[config.mk]
export PLATFORM = sky130hd
export DESIGN_NAME = fp16_mul_stream_ctrl
export DESIGN_NICKNAME = d
export VERILOG_FILES = /design/src/rtl/fp16_mul_stream_ctrl.sv
export SDC_FILE = /design/constraint.sdc
export NUM_CORES = 1
export LEC_CHECK = 0
export ABC_AREA = 0
export CELL_PAD_IN_SITES_DETAIL_PLACEMENT = 0
export CELL_PAD_IN_SITES_GLOBAL_PLACEMENT = 1
export CORE_MARGIN = 1.5
export CORE_UTILIZATION = 43
export DETAILED_ROUTE_END_ITERATION = 8
export GPL_TIMING_DRIVEN = 0
export HOLD_SLACK_MARGIN = 0.1
export PLACE_DENSITY = 0.77
export SYNTH_ARGS = -nofsm -noshare
export SYNTH_HDL_FRONTEND = slang
export SYNTH_SLANG_ARGS = --single-unit
export TNS_END_PERCENT = 50
[constraint.sdc]
create_clock -name clk -period 2.55 [get_ports clk]
set_input_delay 0.3825 -clock clk [delete_from_list [all_inputs] [get_ports clk]]
set_output_delay 0.3825 -clock clk [all_outputs]
set_load 0.02 [all_outputs]
[src/rtl/fp16_mul_stream_ctrl.sv]
// ---------------------------------------------------------------------------
// fp16_mul_stream_ctrl
//
// Stream wrapper around an external, non-stallable FP16 multiplier pipeline.
// Operand pairs are accepted on a valid/ready stream and registered onto the
// multiplier operand inputs. A valid/last tag travels alongside each issue
// through a shift register that matches the multiplier depth. Results are
// captured into a small show-ahead FIFO and presented on a valid/ready
// output stream.
//
// Credit scheme: every item holds one credit from its accept edge until its
// pop edge. Because a new pair is only accepted while the number of tagged
// in-flight items plus buffered results is below FIFO_DEPTH, the FIFO can
// never be written while full, even though the multiplier cannot be stalled.
//
// Optional build macro: FP16_MUL_OP_GATE_EN
//   defined   -> mul_a/mul_b read as zero on every cycle that does not
//                directly follow an accept (suppresses multiplier toggling)
//   undefined -> mul_a/mul_b hold the most recently accepted operands
//   The out_* stream behaves identically in both builds.
//
// Parameters:
//   MUL_LATENCY  multiplier pipeline registers (>= 1)
//   FIFO_DEPTH   result FIFO entries (>= 2, need not be a power of two)
//
// Ports:
//   clk, rst_n            clock, asynchronous active-low reset
//   flush                 synchronous drop of in-flight and buffered results
//   in_valid/in_ready     operand stream handshake
//   in_a, in_b, in_last   operand pair and end-of-vector marker
//   mul_a, mul_b          registered operands to the multiplier
//   mul_res               multiplier result (MUL_LATENCY edges after operands)
//   out_valid/out_ready   result stream handshake
//   out_data, out_last    FIFO head product and its last flag
//   busy                  at least one item in flight or buffered
// ---------------------------------------------------------------------------
module fp16_mul_stream_ctrl #(
  parameter int MUL_LATENCY = 2,
  parameter int FIFO_DEPTH  = 4
) (
  input  logic        clk,
  input  logic        rst_n,
  input  logic        flush,
  input  logic        in_valid,
  output logic        in_ready,
  input  logic [15:0] in_a,
  input  logic [15:0] in_b,
  input  logic        in_last,
  output logic [15:0] mul_a,
  output logic [15:0] mul_b,
  input  logic [15:0] mul_res,
  output logic        out_valid,
  input  logic        out_ready,
  output logic [15:0] out_data,
  output logic        out_last,
  output logic        busy
);

  // Counter widths: outstanding and fifo_count both range 0..FIFO_DEPTH.
  localparam int OW = $clog2(FIFO_DEPTH + 1);
  localparam int PW = (FIFO_DEPTH > 1) ? $clog2(FIFO_DEPTH) : 1;

  localparam logic [OW-1:0] DEPTH_C  = OW'(FIFO_DEPTH);
  localparam logic [PW-1:0] LAST_PTR = PW'(FIFO_DEPTH - 1);

  // -------------------------------------------------------------------------
  // State
  // -------------------------------------------------------------------------
  logic [OW-1:0]        outstanding_q, outstanding_d;
  logic [OW-1:0]        fifo_count_q, fifo_count_d;
  logic [PW-1:0]        wr_ptr_q, wr_ptr_d;
  logic [PW-1:0]        rd_ptr_q, rd_ptr_d;

  // Tag stage i lines up with the operands that entered the multiplier
  // i edges ago; stage MUL_LATENCY lines up with mul_res.
  logic [MUL_LATENCY:0] tag_valid_q, tag_valid_d;
  logic [MUL_LATENCY:0] tag_last_q, tag_last_d;

  logic [15:0]          fifo_data_q [FIFO_DEPTH];
  logic [FIFO_DEPTH-1:0] fifo_last_q;

  logic [15:0]          op_a_q, op_b_q;

  // -------------------------------------------------------------------------
  // Handshake decode
  // -------------------------------------------------------------------------
  logic accept;
  logic fifo_push;
  logic fifo_pop;

  // Credit check uses registered state only: a pop in this cycle frees its
  // credit for the next cycle, not this one.
  assign in_ready  = !flush && (outstanding_q < DEPTH_C);
  assign accept    = in_valid && in_ready;

  assign fifo_push = tag_valid_q[MUL_LATENCY];
  assign out_valid = (fifo_count_q != '0);
  assign fifo_pop  = out_valid && out_ready;

  // Show-ahead read: the head entry is always on the outputs.
  assign out_data  = fifo_data_q[rd_ptr_q];
  assign out_last  = fifo_last_q[rd_ptr_q];

  assign busy      = (outstanding_q != '0);

  // -------------------------------------------------------------------------
  // Next-state logic for tags, FIFO bookkeeping and credits
  // -------------------------------------------------------------------------
  always_comb begin
    tag_valid_d   = {tag_valid_q[MUL_LATENCY-1:0], accept};
    tag_last_d    = {tag_last_q[MUL_LATENCY-1:0], accept && in_last};
    wr_ptr_d      = wr_ptr_q;
    rd_ptr_d      = rd_ptr_q;
    fifo_count_d  = fifo_count_q;
    outstanding_d = outstanding_q;

    // Pointers wrap explicitly so a non-power-of-two depth works.
    if (fifo_push) begin
      wr_ptr_d = (wr_ptr_q == LAST_PTR) ? '0 : wr_ptr_q + 1'b1;
    end
    if (fifo_pop) begin
      rd_ptr_d = (rd_ptr_q == LAST_PTR) ? '0 : rd_ptr_q + 1'b1;
    end

    unique case ({fifo_push, fifo_pop})
      2'b10:   fifo_count_d = fifo_count_q + 1'b1;
      2'b01:   fifo_count_d = fifo_count_q - 1'b1;
      default: fifo_count_d = fifo_count_q;
    endcase

    unique case ({accept, fifo_pop})
      2'b10:   outstanding_d = outstanding_q + 1'b1;
      2'b01:   outstanding_d = outstanding_q - 1'b1;
      default: outstanding_d = outstanding_q;
    endcase

    // Flush forgets every in-flight tag, so results still inside the
    // multiplier arrive untagged and are never captured.
    if (flush) begin
      tag_valid_d   = '0;
      tag_last_d    = '0;
      wr_ptr_d      = '0;
      rd_ptr_d      = '0;
      fifo_count_d  = '0;
      outstanding_d = '0;
    end
  end

  always_ff @(posedge clk or negedge rst_n) begin
    if (!rst_n) begin
      tag_valid_q   <= '0;
      tag_last_q    <= '0;
      wr_ptr_q      <= '0;
      rd_ptr_q      <= '0;
      fifo_count_q  <= '0;
      outstanding_q <= '0;
    end else begin
      tag_valid_q   <= tag_valid_d;
      tag_last_q    <= tag_last_d;
      wr_ptr_q      <= wr_ptr_d;
      rd_ptr_q      <= rd_ptr_d;
      fifo_count_q  <= fifo_count_d;
      outstanding_q <= outstanding_d;
    end
  end

  // -------------------------------------------------------------------------
  // Result storage. Entries are reset so the head reads zero out of reset.
  // -------------------------------------------------------------------------
  always_ff @(posedge clk or negedge rst_n) begin
    if (!rst_n) begin
      for (int i = 0; i < FIFO_DEPTH; i++) begin
        fifo_data_q[i] <= '0;
      end
      fifo_last_q <= '0;
    end else if (fifo_push && !flush) begin
      fifo_data_q[wr_ptr_q] <= mul_res;
      fifo_last_q[wr_ptr_q] <= tag_last_q[MUL_LATENCY];
    end
  end

  // -------------------------------------------------------------------------
  // Operand registers. Loaded only on accept; flush leaves them untouched.
  // -------------------------------------------------------------------------
  always_ff @(posedge clk or negedge rst_n) begin
    if (!rst_n) begin
      op_a_q <= '0;
      op_b_q <= '0;
    end else if (accept) begin
      op_a_q <= in_a;
      op_b_q <= in_b;
    end
  end

`ifdef FP16_MUL_OP_GATE_EN
  // idle_q is set whenever the previous edge carried no accept, forcing the
  // multiplier inputs to zero so its datapath stops toggling between issues.
  logic op_idle_q;

  always_ff @(posedge clk or negedge rst_n) begin
    if (!rst_n) begin
      op_idle_q <= 1'b1;
    end else begin
      op_idle_q <= !accept;
    end
  end

  assign mul_a = op_idle_q ? 16'h0000 : op_a_q;
  assign mul_b = op_idle_q ? 16'h0000 : op_b_q;
`else
  assign mul_a = op_a_q;
  assign mul_b = op_b_q;
`endif

endmodule
**Word level (Yosys, flattened, before mapping)**

Index checks and enable logic that the tools add are counted.

- Output and inout bits: 52
- Word-level logic and storage cells: 71
- Memory bits (read-only): 0
- Bits in latches: 0
- Bits in registers: 116
- Memories kept: 0
- RAM bits: 0

- Div/mod/pow operators: 0
- Shift operators: 0
- Mux-type cells: 23
- Reductions and logical operators: 14
- Bitwise logic cells: 2
- Add/subtract/negate cells: 6
- Equal/unequal tests: 6
- Magnitude comparators: 7
- Multipliers: 0

Operators by type and width:

| cell | count |
|---|---|
| bitwise mux 64 bit | 1 |
| 2-to-1 mux 16 bit | 3 |
| binary-select mux 16 bit (select 2 bit) | 1 |
| demux 16 bit (select 2 bit) | 1 |
| 2-to-1 mux 2 bit | 6 |
| 2-to-1 mux 3 bit | 4 |
| one-hot mux 3 bit (2 select lines) | 2 |
| nonzero test 3 bit | 4 |
| equality test 2 bit (second input constant) | 4 |
| logical AND 1 bit | 7 |
| adder 3 x 1 -> 3 bit (second input constant) | 2 |
| greater-or-equal comparator 3 bit (second input constant) | 2 |
| less-than comparator 2 x 3 -> 1 bit (second input constant) | 2 |
| inverter 2 -> 3 bit | 2 |
| subtractor 3 x 1 -> 3 bit (second input constant) | 2 |
| adder 2 x 1 -> 2 bit (second input constant) | 2 |
| bitwise mux 4 bit | 1 |
| equality test 2 x 1 -> 1 bit (second input constant) | 2 |
| nonzero test 2 bit | 2 |
| less-than comparator 3 x 1 -> 1 bit (second input constant) | 1 |
| less-than comparator 3 bit (second input constant) | 1 |
| binary-select mux 1 bit (select 2 bit) | 1 |
| demux 1 bit (select 2 bit) | 1 |
| greater-or-equal comparator 2 x 1 -> 1 bit (second input constant) | 1 |
| other kinds (2) | 3 |

**Longest topological paths before layout**

- Depth in word-level cells: 6
- Depth in mapped cells: 10
- Gate-level depth less buffers: 7

**Worst setup path before layout**

Ideal clock, no wire load.

- Kind: input -> register
- Start: input port flush
- End: register outstanding_q[1]
- Stages on the path: 9
- Arrival: 2.382 ns
- Required time: 2.479 ns
- Path slack: 0.097 ns
- Cell sequence: buf_4 > nor2_1 > and2_1 > buf_4 > buf_6 > nor2_1 > fa_1 > or4b_1 > nand4_1

- Longest elaborated chain between the ends: 6
- Elaborated cells between the ends (all ways): 8

RTL lines:

| what | line | RTL |
|---|---|---|
| from (decl) | 43 | `input logic flush,` |
| logical NOT 1 bit (*) | 93 | `assign in_ready = !flush && (outstanding_q < DEPTH_C);` |
| logical AND 1 bit (*) | 93 |  |
| named net in_ready | 45 | `output logic in_ready,` |
| logical AND 1 bit (*) | 94 | `assign accept = in_valid && in_ready;` |
| equality test 2 x 1 -> 1 bit / equality test 2 bit (equally long branches) | 131 | `unique case ({accept, fifo_pop})` |
| one-hot mux 3 bit (2 select lines) | 131 |  |
| 2-to-1 mux 3 bit | 139 | `if (flush) begin` |
| to (signal assigned) | 163 | `outstanding_q <= outstanding_d;` |
| to (decl) | 69 | `logic [OW-1:0] outstanding_q, outstanding_d;` |

Mark *: on every way through the listed nets, which the timed path passes. The rest lies on a longest branch.
A chain may end at the register's enable or synchronous reset.

**Worst setup path in the final report**

- Start: register rd_ptr_q[0]
- End: output port out_data[4]

- Longest elaborated chain between the ends: 4

RTL lines:

| what | line | RTL |
|---|---|---|
| from (decl) | 72 | `logic [PW-1:0] rd_ptr_q, rd_ptr_d;` |
| from (signal assigned) | 161 | `rd_ptr_q <= rd_ptr_d;` |
| inverter 2 -> 3 bit (implied by the code) | 101 | `assign out_data = fifo_data_q[rd_ptr_q];` |
| binary-select mux 16 bit (select 2 bit) | 101 |  |
| 2-to-1 mux 16 bit (implied by the code) (2 in a row) | 101 |  |
| to (decl) | 54 | `output logic [15:0] out_data,` |

No other way between the ends. The select of a mux whose other input is x is not followed.

==> impl_metrics.csv <==
group,metric,value,unit
outcome,status,"finished clean",
sta,skew,7.01,ps
logic_synthesis,seq_area_frac_synth,0.557,
logic_synthesis,synth-edff-count,0,
clocking,clock_latency,410,ps
logic_synthesis,synth.avg_cell_area,16.4,µm²
power,power_leakage,3.33,nW
sta,relSlewSlack,0.690,
drt,drt_iter0_markers,123,
logic_synthesis,synth_adder_area_share,0.0197,
die,pin_count,106,
place,gp_congestion,0.685,
die,dieWidth,113,µm
setup_path,crit_path_top_delay_cell,"clkdlybuf4s50_1",
place,dp.final_hpwl,6810,µm
clocking,cts.sinks,116,
logic_synthesis,synth_xor_area_frac,0.00769,
drt,first_pass_iters,4,
die,rows,40,
logic_synthesis,synth_top_family_by_area,"multiplexers",
sta,min_period,2460,ps
layout,syn_to_final_growth,35.0,%
sta,tns,0,ps
logic_synthesis,netlist_area,5210,µm²
clocking,cts.clk_slew.worst_paths,50,ps
layout,final_core_util,0.590,
clocking,cts-htree-levels,4,
place,place_area,6470,µm²
setup_path,cp-end-kind,"output pin",
die,die_h,113,µm
logic_synthesis,ys_warn_count,0,
die,die_area,12800,µm²
sta,setup-violations-final,0,
logic_synthesis,async_flop_share,1.00,
logic_synthesis,ys_seq_elements,116,
sta,worst_pin_slew,464,ps
drt,ant_nets,0,
die,core,11900,µm²
drt,drcViolationCount,0,
logic_synthesis,synth_simple_gate_area_share,0.0493,
drt,wl_per_cell,17.3,µm
layout,n_antenna_cell,0,
clocking,cts-root-buf,"clkbuf_16",
layout,final_nets,504,
sta,min_period_over_period,0.965,
setup_path,arrival,2080,ps
power,ir_worst_vdd,0.628,mV
run,maxCapViolations,0,
min_path,holdPathStages,1,
layout,final_area,7030,µm²
drt,drt-total-wl,10400,µm
clocking,tritoncts,"yes",
layout,drive_above_1_share,0.303,
clocking,cts_setup_buffers,0,
setup_path,reg2regPathDepth,6,
logic_synthesis,synth_mux_area_frac,0.322,
die,initial_utilization,0.437,
logic_synthesis,synth_cell_types,38,
power,powerDensity,994,nW/µm²
logic_synthesis,synthCells,317,
sta,fmax,0.406,GHz
sta,hold_violations,0,
logic_synthesis,synth_nets,378,
global_routing,grt_start_max_net_pins,72,
setup_path,crit_type,"reg2out",
setup_path,path_cells,"buf_6 > mux4_2 > clkdlybuf4s50_1",
global_routing,track_usage,0.181,
global_routing,grt_pass1_vias,3404,
place,post-place-ws,-279,ps
clocking,clock_path_buffers,2,
setup_path,cp-start-kind,"register",
global_routing,grt_pass1_wl,17600,µm
logic_synthesis,synth_compound_area_frac,0.0135,
global_routing,antenna_found_initial,0,
sta,drv_slew,0,
sta,rsz0062_at_grt,"false",
logic_synthesis,ys.flop_type,"dfrtp_1",
setup_path,cp.required,2170,ps
min_path,holdCritPathClass,"reg2reg",
setup_path,worstPathMaxFanout,10,
clocking,cts_buffers,17,
sta,setup_ws,88.6,ps
place,numPortBuffers,105,
drt,vias,3113,
setup_path,r2r_slack,240,ps
drt,via_per_inst,5.17,
setup_path,cp_slowest_stage_delay,560,ps
global_routing,grt_remaining_overflow,0,
-- stage by stage --
step / hold slack, ps / cells / power, mW
after CTS: 462 / 602 / 7.08
after floorplan: 86.9 / 317 / 3.80
after detailed placement: 341 / 570 / 4.88
after global routing: 483 / 602 / 7.34
final: 460 / 602 / 6.99
after global placement: 445 / 569 / 4.82
-- kinds of logic (layout without fill, tap and decap cells) --
group,Yosys count,after routing
compound gates,9,9
xor+xnor,3,3
fa+ha+maj,7,7
buf+inv,21,159
flops,116,116
mux,119,119
simple gates,42,42
-- metal layers --
metal | track usage | wire length, µm | share of wire | vias up
li1 | - | - | - | 1408
met1 | 0.235 | 4770 | 0.46 | 1595
met2 | 0.271 | 4700 | 0.45 | 99
met3 | 0.0814 | 848 | 0.081 | 11
met4 | 0.0625 | 105 | 0.010 | 0
met5 | 0 | 0 | 0 | -
-- what timing repair did --
item,in CTS,in global routing
setup endpoints to repair,17,1
hold buffers,1,0
gates resized for setup,14,1
hold endpoints to repair,45,0
cloned,0,0
-- registers in the layout, summed over array words and instances (netlist names) --
| name | cells |
|---|---|
| rd_ptr_q | 2 |
| fifo_last_q | 4 |
| fifo_count_q | 3 |
| outstanding_q | 3 |
| mul_b | 16 |
| tag_last_q | 3 |
| mul_a | 16 |
| tag_valid_q | 3 |
| wr_ptr_q | 2 |
| fifo_data_q | 64 |
-- path summary, 6_finish.rpt --
| check | start | end |
|---|---|---|
| setup / recovery | rd_ptr_q[0]$_DFFE_PN0P_ | out_data[4] |
| hold / removal | tag_valid_q[1]$_DFF_PN0_ | tag_valid_q[2]$_DFF_PN0_ |
| setup reg to reg | fifo_count_q[1]$_DFFE_PN0P_ | outstanding_q[1]$_DFFE_PN0P_ |
| hold reg to reg | tag_valid_q[1]$_DFF_PN0_ | tag_valid_q[2]$_DFF_PN0_ |
| max in group asynchronous | rst_n | outstanding_q[1]$_DFFE_PN0P_ |
| min in group asynchronous | rst_n | fifo_data_q[34]$_DFFE_PN0P_ |
-- critical path, delay by kind of cell (launching register included) --
kind | cells | cell delay [ps]
flip-flops | 1 | 370
multiplexers | 1 | 530
buffers and inverters | 2 | 770
-- cells in the mapped netlist (3+ instances only) --
master    count  area [µm²]
nand2_1       4        15.0
buf_4         6        45.0
nor2b_1       5        31.3
buf_6         7        78.8
mux4_2       17         383
mux2_2       32         360
mux2_4       40         601
dfrtp_1     116        2900
ha_1          5        62.6
nand4_1       3        18.8
mux2_1       28         315
nand2_4       4        45.0
a211oi_1      3        22.5
inv_1         4        15.0
nor2_1       10        37.5
-- area by class of cell --
| class | count | area [µm²] |
|---|---|---|
| buffer | 17 | 158 |
| tap | 147 | 184 |
| inverter | 4 | 15.0 |
| clock buffer | 26 | 489 |
| fill | 954 | 4880 |
| multi-input combinational | 180 | 2150 |
| sequential | 116 | 2900 |
| clock inverter | 5 | 50.0 |
| timing repair buffer | 107 | 1080 |
-- power breakdown --
group          total, mW  switching (mW)  internal, mW
combinational       2.36            1.09          1.28
clock               2.18           0.780          1.40
sequential          2.44           0.226          2.21
total               6.99            2.09          4.89
-- cells in the final DEF (no fill, tap or decap), types with 2 or more instances in the layout --
cell type and instances:
nand2_4 4, dfrtp_1 116, mux2i_1 2, nand4_1 3, inv_1 4, nor3_1 2
clkbuf_1 7, mux4_2 17, clkdlybuf4s50_1 95, clkbuf_16 17, clkbuf_8 3, a211oi_1 3
mux2_1 28, fa_1 2, nand4b_1 2, nor2b_1 5, mux2_4 40, ha_1 5
buf_6 10, or3_1 2, a21oi_1 2, buf_4 6, xnor2_1 2, mux2_2 32
clkinv_2 4, nand3_1 2, nor2_1 10, dlygate4sd2_1 8, nand2_1 4
Note: power is estimated with default switching activity, not from simulation.
